`config.mk`:
```
export PLATFORM = sky130hd
export DESIGN_NAME = vpu_src_port_flat
export DESIGN_NICKNAME = d
export VERILOG_FILES = /design/src/rtl/vpu_src_port_if.sv /design/src/rtl/vpu_src_port.sv /design/src/flat_wrapper.sv
export SDC_FILE = /design/constraint.sdc
export NUM_CORES = 1
export LEC_CHECK = 0
export CORE_UTILIZATION = 50
export DETAILED_ROUTE_END_ITERATION = 16
export HOLD_SLACK_MARGIN = 0.03
export PLACE_DENSITY = 0.94
export SLEW_MARGIN = 10
export SYNTH_ARGS = -nofsm -noshare
export SYNTH_HDL_FRONTEND = slang
export SYNTH_SLANG_ARGS = --single-unit
```
`constraint.sdc`:
```
create_clock -name clk -period 7.6 [get_ports clk]
set_input_delay 2.28 -clock clk [delete_from_list [all_inputs] [get_ports clk]]
set_output_delay 2.28 -clock clk [all_outputs]
set_load 0.1 [all_outputs]
```
`src/rtl/vpu_src_port_if.sv`:
```
// Bundle of the vpu_src_port command, SRAM read and operand-issue signals.
// slave is the operand-fetch block's view; master is the controller/SRAM/FP-unit side.
interface vpu_src_port_if #(
  parameter int OPERAND_WIDTH   = 16,
  parameter int SRAM_R_PORT_CNT = 3,
  parameter int ADDR_WIDTH      = 10,
  parameter int LEN_WIDTH       = 10
);
  logic                       cmd_valid_i;
  logic                       cmd_ready_o;
  logic [SRAM_R_PORT_CNT-1:0] cmd_mask_i;
  logic [ADDR_WIDTH-1:0]      cmd_addr0_i;
  logic [ADDR_WIDTH-1:0]      cmd_addr1_i;
  logic [ADDR_WIDTH-1:0]      cmd_addr2_i;
  logic [LEN_WIDTH-1:0]       cmd_len_i;
  logic [SRAM_R_PORT_CNT-1:0] sram_rd_en_o;
  logic [ADDR_WIDTH-1:0]      sram_rd_addr0_o;
  logic [ADDR_WIDTH-1:0]      sram_rd_addr1_o;
  logic [ADDR_WIDTH-1:0]      sram_rd_addr2_o;
  logic [OPERAND_WIDTH-1:0]   sram_rd_data0_i;
  logic [OPERAND_WIDTH-1:0]   sram_rd_data1_i;
  logic [OPERAND_WIDTH-1:0]   sram_rd_data2_i;
  logic [OPERAND_WIDTH-1:0]   op_0;
  logic [OPERAND_WIDTH-1:0]   op_1;
  logic [OPERAND_WIDTH-1:0]   op_2;
  logic                       start_o;
  logic [SRAM_R_PORT_CNT-1:0] op_valid_o;
  logic                       done_o;

  modport slave (
    input  cmd_valid_i, cmd_mask_i, cmd_addr0_i, cmd_addr1_i, cmd_addr2_i, cmd_len_i,
    input  sram_rd_data0_i, sram_rd_data1_i, sram_rd_data2_i,
    output cmd_ready_o, sram_rd_en_o, sram_rd_addr0_o, sram_rd_addr1_o, sram_rd_addr2_o,
    output op_0, op_1, op_2, start_o, op_valid_o, done_o
  );

  modport master (
    output cmd_valid_i, cmd_mask_i, cmd_addr0_i, cmd_addr1_i, cmd_addr2_i, cmd_len_i,
    output sram_rd_data0_i, sram_rd_data1_i, sram_rd_data2_i,
    input  cmd_ready_o, sram_rd_en_o, sram_rd_addr0_o, sram_rd_addr1_o, sram_rd_addr2_o,
    input  op_0, op_1, op_2, start_o, op_valid_o, done_o
  );
endinterface

```
`src/rtl/vpu_src_port.sv`:
```
// Operand-fetch front end: takes one vector command, streams element reads
// from up to three SRAM read ports, realigns the returned data through a
// read-latency delay line and issues operands with a one-cycle start strobe.
// Illegal or empty commands pass through DRAIN (pipeline already empty) so
// their done pulse lands two cycles after acceptance.
module vpu_src_port #(
  parameter int OPERAND_WIDTH   = 16,
  parameter int SRAM_R_PORT_CNT = 3,
  parameter int ADDR_WIDTH      = 10,
  parameter int LEN_WIDTH       = 10,
  parameter int SRAM_RD_LAT     = 1
) (
  input logic           clk,
  input logic           rst,
  vpu_src_port_if.slave bus
);

  localparam int NP = 3;

  typedef enum logic [1:0] {
    IDLE  = 2'd0,
    ISSUE = 2'd1,
    DRAIN = 2'd2,
    DONE  = 2'd3
  } state_t;

  state_t                     state_r;
  state_t                     state_s;
  logic [SRAM_R_PORT_CNT-1:0] mask_r;
  logic [ADDR_WIDTH-1:0]      base_r [NP];
  logic [LEN_WIDTH-1:0]       len_r;
  logic [LEN_WIDTH-1:0]       idx_r;
  logic [SRAM_RD_LAT-1:0]     pipe_r;
  logic [OPERAND_WIDTH-1:0]   op_r [NP];
  logic                       start_r;

  logic [OPERAND_WIDTH-1:0]   rd_data_s [NP];
  logic [ADDR_WIDTH-1:0]      rd_addr_s [NP];
  logic [SRAM_R_PORT_CNT-1:0] rd_en_s;
  logic                       accept_s;
  logic                       legal_s;
  logic                       issue_s;
  logic                       last_s;
  logic                       drained_s;

  assign rd_data_s[0] = bus.sram_rd_data0_i;
  assign rd_data_s[1] = bus.sram_rd_data1_i;
  assign rd_data_s[2] = bus.sram_rd_data2_i;

  assign accept_s  = (state_r == IDLE) && bus.cmd_valid_i;
  assign legal_s   = (bus.cmd_len_i != {LEN_WIDTH{1'b0}}) && bus.cmd_mask_i[0] && bus.cmd_mask_i[1];
  assign issue_s   = (state_r == ISSUE);
  assign last_s    = (idx_r == (len_r - LEN_WIDTH'(1'b1)));
  assign drained_s = (pipe_r == {SRAM_RD_LAT{1'b0}});

  // State register.
  always_ff @(posedge clk or posedge rst) begin
    if (rst) begin
      state_r <= IDLE;
    end else begin
      state_r <= state_s;
    end
  end

  // Next-state decode.
  always_comb begin
    state_s = state_r;
    case (state_r)
      IDLE: begin
        if (bus.cmd_valid_i) begin
          state_s = legal_s ? ISSUE : DRAIN;
        end else begin
          state_s = IDLE;
        end
      end
      ISSUE: begin
        if (last_s) begin
          state_s = DRAIN;
        end else begin
          state_s = ISSUE;
        end
      end
      DRAIN: begin
        if (drained_s) begin
          state_s = DONE;
        end else begin
          state_s = DRAIN;
        end
      end
      DONE:    state_s = IDLE;
      default: state_s = IDLE;
    endcase
  end

  // Command latch and element index; the mask is dropped on the way back to IDLE.
  always_ff @(posedge clk or posedge rst) begin
    if (rst) begin
      mask_r <= {SRAM_R_PORT_CNT{1'b0}};
      len_r  <= {LEN_WIDTH{1'b0}};
      idx_r  <= {LEN_WIDTH{1'b0}};
      for (int p = 0; p < NP; p++) begin
        base_r[p] <= {ADDR_WIDTH{1'b0}};
      end
    end else if (accept_s) begin
      mask_r    <= bus.cmd_mask_i;
      len_r     <= bus.cmd_len_i;
      idx_r     <= {LEN_WIDTH{1'b0}};
      base_r[0] <= bus.cmd_addr0_i;
      base_r[1] <= bus.cmd_addr1_i;
      base_r[2] <= bus.cmd_addr2_i;
    end else begin
      if (issue_s) begin
        idx_r <= idx_r + LEN_WIDTH'(1'b1);
      end
      if (state_r == DONE) begin
        mask_r <= {SRAM_R_PORT_CNT{1'b0}};
      end
    end
  end

  // Issue-flag delay line matching the SRAM read latency.
  always_ff @(posedge clk or posedge rst) begin
    if (rst) begin
      pipe_r <= {SRAM_RD_LAT{1'b0}};
    end else begin
      pipe_r[0] <= issue_s;
      for (int k = 1; k < SRAM_RD_LAT; k++) begin
        pipe_r[k] <= pipe_r[k-1];
      end
    end
  end

  // Capture returned data as the flag leaves the delay line; operands hold between strobes.
  always_ff @(posedge clk or posedge rst) begin
    if (rst) begin
      start_r <= 1'b0;
      for (int p = 0; p < NP; p++) begin
        op_r[p] <= {OPERAND_WIDTH{1'b0}};
      end
    end else begin
      start_r <= pipe_r[SRAM_RD_LAT-1];
      if (pipe_r[SRAM_RD_LAT-1]) begin
        for (int p = 0; p < NP; p++) begin
          op_r[p] <= mask_r[p] ? rd_data_s[p] : {OPERAND_WIDTH{1'b0}};
        end
      end
    end
  end

  // Read enables and addresses (base + idx, wrapping) during ISSUE only.
  always_comb begin
    rd_en_s = issue_s ? mask_r : {SRAM_R_PORT_CNT{1'b0}};
    for (int p = 0; p < NP; p++) begin
      if (issue_s && mask_r[p]) begin
        rd_addr_s[p] = base_r[p] + ADDR_WIDTH'(idx_r);
      end else begin
        rd_addr_s[p] = {ADDR_WIDTH{1'b0}};
      end
    end
  end

  assign bus.cmd_ready_o     = (state_r == IDLE);
  assign bus.sram_rd_en_o    = rd_en_s;
  assign bus.sram_rd_addr0_o = rd_addr_s[0];
  assign bus.sram_rd_addr1_o = rd_addr_s[1];
  assign bus.sram_rd_addr2_o = rd_addr_s[2];
  assign bus.op_0            = op_r[0];
  assign bus.op_1            = op_r[1];
  assign bus.op_2            = op_r[2];
  assign bus.start_o         = start_r;
  assign bus.op_valid_o      = mask_r;
  assign bus.done_o          = (state_r == DONE);

endmodule
```
`src/flat_wrapper.sv`:
```
// flat-port wrapper written by rule: the top's interface ports become plain ports
module vpu_src_port_flat 
#(
  parameter int OPERAND_WIDTH   = 16,
  parameter int SRAM_R_PORT_CNT = 3,
  parameter int ADDR_WIDTH      = 10,
  parameter int LEN_WIDTH       = 10,
  parameter int SRAM_RD_LAT     = 1
)
  (clk, rst, bus_cmd_valid_i, bus_cmd_mask_i, bus_cmd_addr0_i, bus_cmd_addr1_i, bus_cmd_addr2_i, bus_cmd_len_i, bus_sram_rd_data0_i, bus_sram_rd_data1_i, bus_sram_rd_data2_i, bus_cmd_ready_o, bus_sram_rd_en_o, bus_sram_rd_addr0_o, bus_sram_rd_addr1_o, bus_sram_rd_addr2_o, bus_op_0, bus_op_1, bus_op_2, bus_start_o, bus_op_valid_o, bus_done_o);
  vpu_src_port_if #(.OPERAND_WIDTH(OPERAND_WIDTH), .SRAM_R_PORT_CNT(SRAM_R_PORT_CNT), .ADDR_WIDTH(ADDR_WIDTH), .LEN_WIDTH(LEN_WIDTH)) bus_i ();
  input logic clk;
  input logic rst;
  input wire logic [$bits(bus_i.cmd_valid_i)-1:0] bus_cmd_valid_i;
  input wire logic [$bits(bus_i.cmd_mask_i)-1:0] bus_cmd_mask_i;
  input wire logic [$bits(bus_i.cmd_addr0_i)-1:0] bus_cmd_addr0_i;
  input wire logic [$bits(bus_i.cmd_addr1_i)-1:0] bus_cmd_addr1_i;
  input wire logic [$bits(bus_i.cmd_addr2_i)-1:0] bus_cmd_addr2_i;
  input wire logic [$bits(bus_i.cmd_len_i)-1:0] bus_cmd_len_i;
  input wire logic [$bits(bus_i.sram_rd_data0_i)-1:0] bus_sram_rd_data0_i;
  input wire logic [$bits(bus_i.sram_rd_data1_i)-1:0] bus_sram_rd_data1_i;
  input wire logic [$bits(bus_i.sram_rd_data2_i)-1:0] bus_sram_rd_data2_i;
  output wire logic [$bits(bus_i.cmd_ready_o)-1:0] bus_cmd_ready_o;
  output wire logic [$bits(bus_i.sram_rd_en_o)-1:0] bus_sram_rd_en_o;
  output wire logic [$bits(bus_i.sram_rd_addr0_o)-1:0] bus_sram_rd_addr0_o;
  output wire logic [$bits(bus_i.sram_rd_addr1_o)-1:0] bus_sram_rd_addr1_o;
  output wire logic [$bits(bus_i.sram_rd_addr2_o)-1:0] bus_sram_rd_addr2_o;
  output wire logic [$bits(bus_i.op_0)-1:0] bus_op_0;
  output wire logic [$bits(bus_i.op_1)-1:0] bus_op_1;
  output wire logic [$bits(bus_i.op_2)-1:0] bus_op_2;
  output wire logic [$bits(bus_i.start_o)-1:0] bus_start_o;
  output wire logic [$bits(bus_i.op_valid_o)-1:0] bus_op_valid_o;
  output wire logic [$bits(bus_i.done_o)-1:0] bus_done_o;
  assign bus_i.cmd_valid_i = bus_cmd_valid_i;
  assign bus_i.cmd_mask_i = bus_cmd_mask_i;
  assign bus_i.cmd_addr0_i = bus_cmd_addr0_i;
  assign bus_i.cmd_addr1_i = bus_cmd_addr1_i;
  assign bus_i.cmd_addr2_i = bus_cmd_addr2_i;
  assign bus_i.cmd_len_i = bus_cmd_len_i;
  assign bus_i.sram_rd_data0_i = bus_sram_rd_data0_i;
  assign bus_i.sram_rd_data1_i = bus_sram_rd_data1_i;
  assign bus_i.sram_rd_data2_i = bus_sram_rd_data2_i;
  assign bus_cmd_ready_o = bus_i.cmd_ready_o;
  assign bus_sram_rd_en_o = bus_i.sram_rd_en_o;
  assign bus_sram_rd_addr0_o = bus_i.sram_rd_addr0_o;
  assign bus_sram_rd_addr1_o = bus_i.sram_rd_addr1_o;
  assign bus_sram_rd_addr2_o = bus_i.sram_rd_addr2_o;
  assign bus_op_0 = bus_i.op_0;
  assign bus_op_1 = bus_i.op_1;
  assign bus_op_2 = bus_i.op_2;
  assign bus_start_o = bus_i.start_o;
  assign bus_op_valid_o = bus_i.op_valid_o;
  assign bus_done_o = bus_i.done_o;
  vpu_src_port #(.OPERAND_WIDTH(OPERAND_WIDTH), .SRAM_R_PORT_CNT(SRAM_R_PORT_CNT), .ADDR_WIDTH(ADDR_WIDTH), .LEN_WIDTH(LEN_WIDTH), .SRAM_RD_LAT(SRAM_RD_LAT)) u_core (.clk(clk), .rst(rst), .bus(bus_i));
endmodule
```
==> flow_summary.ini <==
[clocking]
htreeDepth = 3
ctsResizeCount = 0
cts_buffers = 9
clock_sinks = 105
hold_buffers = 0
cts_setup_buffers = 0
clock_latency_ns = 0.34
cts_tree = done
clkTransAtPathRegs_ns = 0.08
clockBufferDepth = 2
cts-root-buf = clkbuf_16

[route]
ant_nets = 0
routed_wl_mm = 15.92
wl_per_cell_um = 15.74
drtIter0Drc = 403
dr.pass1.iters = 8
dr_total_vias = 5475
viasPerCell = 5.415
drc_errors = 0

[finish]
num_antenna_cells = 0
fillCellCount = 809
seq_area_mm2 = 0.002628
nets = 992
multi_input_area_mm2 = 0.002833
syn_to_final_growth_pct = 37.59
drive_gt1_share_pct = 3.444

[setup_path]
worstPathMaxFanout = 9
crit_top_cell = a21oi_1
max_stage_delay_ns = 1.15
path_cells = ha_1 > fa_1 > a21o_1 > a21oi_1 > o21bai_1 > a21oi_1 > mux2i_1 > clkdlybuf4s50_1
cp_data_required_time_ns = 5.32
cp-end-kind = output pin
worst_r2r_path_depth = 5
cp_data_arrival_time_ns = 3.72
worst_path_max_delay_cell = clkdlybuf4s50_1
path_class = reg2out
crit_path_start_kind = register

[sta]
finalHoldViolations = 0
period_share_pct = 78.92
setup_viol = 0
worst_slew_margin_rel_pct = 30.42
final.min_clock_period_ns = 5.998
rsz0062_at_grt = false
finClkSkew_ns = 0.01226
maxSlewViolCount = 0
max_freq_ghz = 0.1667
tightest_slew_ns = 1.040
timing.hold.ws_ns = 0.4836
fin_tns_setup_ns = 0

[logic_synthesis]
synth-edff-count = 0
yosys_register_bits = 105
synth_area_leader_cell = dfrtp_1
yosys_warnings = 0
yosysMostFrequentCell = nand2_1
ys_seq_area_share_pct = 45.32
async_flop_share_pct = 100.0
synthCells = 698
ys.flop_type = dfrtp_1
synth_top_family_by_area = simple AND/OR/NAND/NOR gates
synth.area.mux_share_pct = 1.208
syn_area_per_cell_um2 = 8.307
synth_compound_area_share_pct = 14.39
syn_area_mm2 = 0.005798
synth_fa_ha_area_share_pct = 7.294
netlist-cell-type-count = 48
synth_xor_area_share_pct = 3.021
synthesis.nets = 824
yosys.area_share.simple_pct = 22.92
ys_top_cells_by_area = dfrtp_1 45%, nand2_1 12%, ha_1 6.3%
synth_common_cells = 192 x nand2_1, 105 x dfrtp_1, 72 x o21ai_1
synth_top_area_share_pct = 45.32

[floorplan]
die_w_um = 109.7
initial_core_util_pct = 52.34
rows = 38
die-area_mm2 = 0.01203
io_pins = 181
die_h_um = 109.7
core_area_mm2 = 0.01108

[global_routing]
grt_pass1_wl_mm = 24.85
grt_max_degree = 61
grt_overflow = 0
grt_util_all_layers_pct = 26.95
grt_pass1_vias = 5249
antenna_found_initial = 0

[placed_design]
dp_hpwl_mm = 11.62
gp_congestion = 0.9408
port-buffer-count = 180

[run]
max_cap_viol_count = 0

[worst_hold_path]
hp-class = reg2reg
hold_depth = 2

[status]
outcome = finished, final reports clean
cells by family after synthesis:
logic type / after synthesis
AO/OA/AOI/OAI: 146
XOR/XNOR: 20
adder cells (fa/ha/maj): 32
buffers and inverters: 87
flip-flops: 105
multiplexers: 7
AND/OR/NAND/NOR: 301
sequential cells by signal, indices dropped and copies added, names as in the netlist:
register               flops
u_core.base_r             30
u_core.bus.op_0           16
u_core.bus.op_1           16
u_core.bus.op_2           16
u_core.idx_r              10
u_core.len_r              10
u_core.bus.op_valid_o      3
u_core.state_r             2
u_core.bus.start_o         1
u_core.pipe_r              1
cells in the final DEF, fill, tap and decap left out, drive strengths merged, types with 4 or more instances in the layout:
| cell | n |
|---|---|
| nand2 | 192 |
| clkdlybuf4s50 | 180 |
| dfrtp | 105 |
| o21ai | 85 |
| inv | 64 |
| nor2 | 35 |
| ha | 29 |
| a21oi | 22 |
| xnor2 | 13 |
| nor4 | 13 |
| and3 | 13 |
| nand2b | 11 |
| nand3 | 10 |
| clkbuf | 9 |
| a211oi | 8 |
| nor3 | 8 |
| xor2 | 7 |
| a21o | 7 |
| mux2i | 7 |
| o21bai | 7 |
| o21a | 6 |
| and2 | 4 |
| nor3b | 4 |
per-layer routing:
layer	vias up	global-route usage, %	share of wire, %
li1	2658	-	-
met1	2523	32.32	40
met2	271	47.89	49
met3	23	5.809	9.3
met4	0	9.048	1.7
met5	-	0	0
path summary, 6_finish.rpt:
path,start,end,slack [ns]
worst min register to register,u_core.base_r[5],u_core.base_r[5],0.48
worst max register to register,u_core.state_r[0],u_core.idx_r[7],5.41
worst min-delay path,u_core.base_r[5],u_core.base_r[5],0.48
min in group asynchronous,rst,u_core.base_r[15],2.36
worst max-delay path,u_core.idx_r[0],bus_sram_rd_addr0_o[6],1.60
max in group asynchronous,rst,u_core.bus.op_valid_o[2],4.07
metrics by stage:
stage	cell area [µm²]	worst slack (ns)	cells	utilization (%)
4_1_cts	7978	1.568	1011	72.01
3_5_place_dp	7691	1.941	995	69.43
2_1_floorplan	5798	1.445	698	-
6_report	7978	1.602	1011	72.01
5_1_grt	7978	1.454	1011	72.01
3_3_place_gp	7691	2.093	995	69.43
area by class of cell:
type | instances | area share, %
timing repair buffer | 183 | 22.87
multi-input combinational | 506 | 35.51
tap | 140 | 2.196
inverter | 61 | 2.902
clock buffer | 9 | 2.823
sequential | 105 | 32.94
clock inverter | 7 | 0.7685
worst max-delay path: cells and delay by family (launching register included):
| kind | cells | cell delay [ns] |
|---|---|---|
| buf+inv | 1 | 1.15 |
| compound gates | 4 | 0.77 |
| fa+ha+maj | 2 | 0.72 |
| flops | 1 | 0.51 |
| mux | 1 | 0.22 |
Power is not shown: default switching activity piles up to over one toggle a cycle in this logic, so the estimate is an artifact.
